### src/rtl/fib_bcd_gen.sv
// Fibonacci term generator producing packed BCD words through a valid/ready port.
// Optional `last` output marking the final requested term is enabled by defining FIB_LAST_EN.
module fib_bcd_gen #(
  parameter int DIGITS = 4
) (
  input  logic                  clk,
  input  logic                  reset,
  input  logic                  start,
  input  logic [4:0]            n_terms,
  output logic [4*DIGITS-1:0]   term_bcd,
  output logic                  valid,
  input  logic                  ready,
  output logic                  busy,
  output logic                  done,
  output logic                  overflow
`ifdef FIB_LAST_EN
  ,
  output logic                  last
`endif
);

  localparam int W  = 4 * DIGITS;
  localparam int DW = (DIGITS > 1) ? $clog2(DIGITS) : 1;

  typedef enum logic [1:0] {
    S_IDLE = 2'd0,
    S_OUT  = 2'd1,
    S_ADD  = 2'd2,
    S_DONE = 2'd3
  } state_t;

  state_t          state;
  state_t          state_next;
  logic [4:0]      n_cap;
  logic [4:0]      cnt;
  logic [4:0]      cnt_next;
  logic [W-1:0]    a;
  logic [W-1:0]    b;
  logic [W-1:0]    acc;
  logic [W-1:0]    sum_full;
  logic [DW-1:0]   didx;
  logic            carry;
  logic            gap;
  logic            hs;
  logic            last_digit;
  logic [4:0]      dsum;
  logic [3:0]      dres;
  logic            dcarry;

  // Handshake: a term transfers on any rising edge where valid && ready;
  // valid stays high and term_bcd stays stable until that edge.
  assign valid      = (state == S_OUT) && !gap;
  assign hs         = valid && ready;
  assign busy       = (state != S_IDLE);
  assign done       = (state == S_DONE);
  assign cnt_next   = cnt + 5'd1;
  assign last_digit = (int'(didx) == DIGITS - 1);

`ifdef FIB_LAST_EN
  assign last = valid && (cnt_next == n_cap);
`endif

  // One BCD digit of a + b per cycle; values 10..19 wrap by adding 6.
  always_comb begin
    dsum     = {1'b0, a[4*int'(didx) +: 4]} + {1'b0, b[4*int'(didx) +: 4]} + {4'b0, carry};
    dcarry   = (dsum > 5'd9);
    dres     = dcarry ? (dsum[3:0] + 4'd6) : dsum[3:0];
    sum_full = acc;
    sum_full[4*int'(didx) +: 4] = dres;
  end

  always_comb begin
    state_next = state;
    case (state)
      S_IDLE: begin
        if (start) state_next = (n_terms == 5'd0) ? S_DONE : S_OUT;
      end
      S_OUT: begin
        if (hs) begin
          if (cnt_next == n_cap)      state_next = S_DONE;
          else if (cnt_next == 5'd1)  state_next = S_OUT;
          else                        state_next = S_ADD;
        end
      end
      S_ADD: begin
        if (last_digit) state_next = dcarry ? S_DONE : S_OUT;
      end
      S_DONE:  state_next = S_IDLE;
      default: state_next = S_IDLE;
    endcase
  end

  always_ff @(posedge clk) begin
    if (reset) state <= S_IDLE;
    else       state <= state_next;
  end

  always_ff @(posedge clk) begin
    if (reset) begin
      n_cap    <= '0;
      cnt      <= '0;
      a        <= '0;
      b        <= '0;
      acc      <= '0;
      term_bcd <= '0;
      didx     <= '0;
      carry    <= 1'b0;
      gap      <= 1'b0;
      overflow <= 1'b0;
    end else begin
      case (state)
        S_IDLE: begin
          if (start) begin
            n_cap    <= n_terms;
            overflow <= 1'b0;
            cnt      <= '0;
            a        <= '0;
            b        <= '0;
            term_bcd <= '0;
            gap      <= 1'b0;
          end
        end
        S_OUT: begin
          gap <= 1'b0;
          if (hs) begin
            cnt <= cnt_next;
            if (cnt_next != n_cap) begin
              if (cnt_next == 5'd1) begin
                // F1 is loaded directly; valid drops for one cycle while it settles.
                term_bcd <= {{(W-1){1'b0}}, 1'b1};
                b        <= {{(W-1){1'b0}}, 1'b1};
                gap      <= 1'b1;
              end else begin
                didx  <= '0;
                carry <= 1'b0;
              end
            end
          end
        end
        S_ADD: begin
          acc[4*int'(didx) +: 4] <= dres;
          carry <= dcarry;
          didx  <= didx + 1'b1;
          if (last_digit) begin
            if (dcarry) begin
              overflow <= 1'b1;
            end else begin
              a        <= b;
              b        <= sum_full;
              term_bcd <= sum_full;
            end
          end
        end
        default: ;
      endcase
    end
  end

endmodule

### config.mk
export PLATFORM = sky130hd
export DESIGN_NAME = fib_bcd_gen
export DESIGN_NICKNAME = d
export VERILOG_FILES = /design/src/rtl/fib_bcd_gen.sv
export SDC_FILE = /design/constraint.sdc
export NUM_CORES = 1
export LEC_CHECK = 0
export ABC_AREA = 1
export BUFFER_PORTS_ARGS = -buffer_cell sky130_fd_sc_hd__buf_2
export CAP_MARGIN = 20
export CORE_MARGIN = 5
export CORE_UTILIZATION = 30
export CTS_CLUSTER_SIZE = 8
export DETAILED_ROUTE_END_ITERATION = 10
export PLACE_DENSITY = 0.51
export SETUP_SLACK_MARGIN = 0.2
export SLEW_MARGIN = 20
export SYNTH_ARGS = -nofsm -noshare
export SYNTH_HDL_FRONTEND = slang
export SYNTH_SLANG_ARGS = --single-unit
### constraint.sdc
create_clock -name clk -period 5.3 [get_ports clk]
set_input_delay 0.795 -clock clk [delete_from_list [all_inputs] [get_ports clk]]
set_output_delay 0.795 -clock clk [all_outputs]
set_load 0.005 [all_outputs]
After elaboration in Yosys (flattened, before gate mapping) --
Index checks and enable logic that the tools add are counted.
Operators by class: $add $sub $neg 6, $mul 0, div/mod/pow operators 0, order comparisons 1, eq/ne operators 15, shifts and indexed selects 4, mux-type cells 39, bitwise logic cells 0, reductions and logical operators 18
Operator list (number):
- $mux W16 | 8
- $pmux W16 S3 | 1
- $neg A4 Y33 | 1
- $shift A4 B33 Y16 const A | 1
- $shiftx A4 B33 Y16 | 1
- $pmux W16 S2 | 1
- $shiftx A16 B5 Y4 | 2
- $mux W2 | 10
- $bwmux W16 | 1
- $ne A2 B2 Y1 const B | 6
- $reduce_and A4 Y1 | 3
- $mux W5 | 2
- $pmux W5 S2 | 1
- $mux W1 | 9
- $pmux W2 S4 | 1
- $reduce_bool A2 Y1 | 4
- $reduce_and A7 Y1 | 1
- $pmux W1 S2 | 3
- $reduce_and A3 Y1 | 2
- $add A4 B4 Y5 | 1
- $add A5 B1 Y5 | 1
- $add A5 B1 Y5 const B | 1
- $eq A5 B1 Y1 const B | 1
- $eq A5 B5 Y1 | 1
- other kinds (15) | 20
Storage, ports and cells: flip-flop bits (word level) 65, bits in latches 0, RAM bits 0, ROM bits 0, bits of input ports 9, output and inout port bits 20, logic and storage cells 93, memories 0

Logic depth before layout (Yosys ltp) --
depth after elaboration 10, gate-level depth with buffers 20, gate-level depth less buffers 17

Worst setup path after synthesis --
OpenSTA, ideal clock, no wires.
path kind register to register, start reg didx[0], end reg b[11], data arrival time 3.130 ns, required time 5.231 ns, path slack 2.101 ns, cell stages (with the launch flop) 20, buffers on the path 3, clock period less this slack 3.199 ns, path through dfxtp_1 -> inv_1 -> clkbuf_1 -> clkbuf_1 -> nor2_1 -> o22ai_1 -> fa_1 -> fa_1 -> inv_1 -> nand3_1 -> nand3_2 -> nand2_4 -> nand2_2 -> nand2_2 -> clkinv_2 -> nand3_4 -> nor2_4 -> buf_12 -> nand3_2 -> a21oi_2
On the way: longest elaborated chain between the ends 10, elaborated cells on any way between the ends 18, those cells by class add/sub (4); order compare (1); eq/ne (3); shift (4); mux (5); reduce/logical (1)
RTL lines:
- start, declared | line 41 | logic [DW-1:0] didx;
- start signal, assigned | line 143 | didx <= didx + 1'b1;
- $shiftx A16 B5 Y4 | line 65 | dsum = {1'b0, a[4*int'(didx) +: 4]} + {1'b0, b[4*int'(didx) +: 4]} + {4'b0, carry};
- $add A4 B4 Y5 | line 65
- $add A5 B1 Y5 | line 65
- $add A4 B3 Y4 or $gt A5 B4 Y1 (tied branches) | line 67, 66
- $mux W4 | line 67 | dres = dcarry ? (dsum[3:0] + 4'd6) : dsum[3:0];
- $shiftx A4 B33 Y16 | line 69 | sum_full[4*int'(didx) +: 4] = dres;
- $bwmux W16 | line 69
- $mux W16 | line 145 | if (dcarry) begin
- $mux W16 | line 144 | if (last_digit) begin
- $pmux W16 S3 | line 111 | case (state)
- end signal, assigned | line 131 | b <= {{(W-1){1'b0}}, 1'b1};
- end signal, assigned | line 149 | b <= sum_full;
- end, declared | line 38 | logic [W-1:0] b;
Several ways; a longest one is shown, not always the timed one. The select of a mux whose other input is x is not followed. A chain may end at the register's enable or synchronous reset.

Final worst setup path --
start reg didx[0], end reg b[5]
The elaborated chain is that of the path after synthesis.

==> flow_summary.yaml <==
worst_setup_path:
  cp.arrival_ns: 4.66
  crit_path_start_kind: "flip-flop"
  cp-end-kind: "flip-flop"
  slowest_delay_ns: 0.83
  cp_data_required_time_ns: 5.56
  cp_max_fo: 26
  criticalPathCategory: "reg -> reg"
  path_cells: "inv_1 > o21ai_0 > o22ai_1 > fa_1 > fa_1 > inv_1 > nand3_1 > nand3_2 > nand2_4 > nand2_2 > nand2_2 > clkinv_2 > nand3_4 > nor2_4 > nand3_1 > a21oi_1"
  cp_slowest_cell: "dfxtp_1"
synth:
  avgSynthCellArea_um2: 6.994
  synth_ff_type: "dfxtp_1"
  yosysMostFrequentCell: "nand2_1"
  netlist_instances: 507
  syn_nets: 533
  ys_types: 37
  synth_edf_count: 0
  ys_async_sr_fraction_pct: 0
  yosysSeqAreaShare_pct: 36.70
  yosys.area.top_type: "dfxtp_1"
  yosys-top-cells-count: "nand2_1, dfxtp_1, a21oi_1"
  ys_ff_latch: 65
  yosysWarnings: 0
  synth_area_leaders: "dfxtp_1, nand2_1, a21oi_1"
  post-synth-top-area-fraction_pct: 36.70
  syn-cell-area_um2: 3546
finish:
  final_area_um2: 4036
  n_antenna_cell: 0
  ff_latch_area_um2: 1301
  area_growth_pct: 13.83
  fin_util_pct: 35.05
  stdcell_count: 674
  fill_cells: 1246
  fin_nets: 553
  multiInputGateArea_um2: 1951
  drive_above_1_share_pct: 15.44
clock_network:
  htreeDepth: 3
  cts.sink_count: 65
  ctsHoldBuffers: 0
  cts_setup_buffers: 0
  cts_tree: "done"
  clk_latency_ns: 0.33
  clockBufferDepth: 2
  root_buffer: "clkbuf_16"
  numCtsBuffers: 9
  cts.repair.resized: 0
  path_clk_slew_ns: 0.06
power:
  leakage_nw: 1.690
  p_total_mw: 1.878
  ir_worst_vdd_mv: 0.1677
  power.density_nw_per_um2: 465.2
drt:
  first_iter_violations: 243
  route.layer.met1.wl_mm: 4.614
  top_layer: "met4"
  via_per_inst: 4.801
  wl_met2_mm: 4.611
  wirelength_mm: 9.727
  vias: 3236
  drtAntennaViolNets: 0
  drc: 0
  wl_met3_um: 412
  drt-pass1-iter-count: 4
  wl_per_cell_um: 14.43
timing:
  setup_viol: 0
  fin_skew_ns: 0.008481
  finalMaxSlewViolations: 0
  hold_ws_ns: 0.4648
  fin_tns_setup_ns: 0
  finalHoldViolCount: 0
  worst_slack_ns: 0.8979
  relSlewSlack_pct: 46.45
  period_share_pct: 83.06
  fmax_mhz: 227.2
  min_period_ns: 4.402
  tightest_slew_ns: 0.8032
  rsz0062_at_grt: "no"
outcome:
  status: "finished clean"
global_routing:
  grt_pass1_wl_mm: 15.70
  grt_pass1_vias: 3033
  antenna_found_initial: 0
  track_usage_pct: 14.03
  grt_overflow: 0
  grt_max_degree: 53
die:
  core_area_um2: 11520
  ios: 29
  start_util_pct: 30.79
  core.rowCount: 39
  die_w_um: 118.7
  fp.dieH_um: 118.7
  dieArea_um2: 14090
flow_run:
  maxCapViolCount: 0
placement:
  postPlaceCellArea_um2: 3766
  detailed_place_hpwl_mm: 7.104
  gp_congestion: 0.8225
  placed_cells: 659
  post-place-ws_ns: 0.8580
  port_buffers: 28
worst_hold_path:
  hold_path.class: "reg -> reg"
## cells in the final DEF (no fill, tap or decap), types with 2 or more instances in the layout
cell type | netlist | routed
nand2_1 | 136 | 136
dfxtp_1 | 65 | 65
a21oi_1 | 57 | 57
inv_1 | 45 | 45
nor2_1 | 41 | 41
o21ai_0 | 31 | 31
nand3_1 | 28 | 28
buf_2 | 3 | 28
ha_1 | 15 | 15
nand2_2 | 14 | 14
a21oi_2 | 10 | 10
clkbuf_16 | 0 | 9
o22ai_1 | 8 | 8
nand4_1 | 7 | 7
a211oi_1 | 4 | 4
nand3_2 | 3 | 3
clkinv_2 | 1 | 3
a31oi_1 | 3 | 3
clkinv_4 | 0 | 3
nor2_2 | 2 | 2
fa_1 | 2 | 2
## path summary, 6_finish.rpt
| path | slack (ns) | end | depth (start not counted) | startpoint |
|---|---|---|---|---|
| max reg2reg | 0.90 | b[5] | 16 | didx[0] |
| min | 0.46 | a[4] | 2 | a[4] |
| max | 0.90 | b[5] | 16 | didx[0] |
| min reg2reg | 0.46 | a[4] | 2 | a[4] |
## area by class of cell
class,count,share of cell area [%]
Multi-Input combinational cell,373,48.33
Clock inverter,6,1.116
Sequential cell,65,32.24
Clock buffer,9,5.580
Timing Repair Buffer,29,3.658
Inverter,49,4.650
Tap cell,143,4.433
## where the power goes
part	internal [mW]	leakage [nW]	switching, mW	total, mW
logic	0.221	1.03	0.538	0.759
registers	0.523	0.526	0.0548	0.578
clock network	0.316	0.136	0.226	0.541
## sequential cells by signal, indices dropped and copies added, names as in the netlist
register and cells:
b 16, acc 16, state 2, a 16
cnt 5, overflow 1, didx 2, n_cap 5
gap 1, carry 1
## layer usage
| layer | up-vias | GRT usage [%] |
|---|---|---|
| li1 | 1703 | - |
| met2 | 39 | 23.20 |
| met4 | 0 | 4.127 |
| met5 | - | 0 |
| met3 | 8 | 3.391 |
| met1 | 1486 | 18.20 |
## worst max-delay path: cells and delay by family, from the launching register on
kind	cells	cell delay (ns)
fa+ha+maj	2	0.93
simple gates	8	1.26
compound gates	3	0.59
buf+inv	3	0.71
flops	1	0.83
## kinds of logic after synthesis
kind of cell	Yosys count	synth area share [%]
adder cells (fa/ha/maj)	17	6.422
XOR/XNOR	1	0.2470
AND/OR/NAND/NOR	240	30.20
buffers and inverters	69	8.292
AO/OA/AOI/OAI	115	18.14
flip-flops	65	36.70
Power figures use the tool's default switching activity.
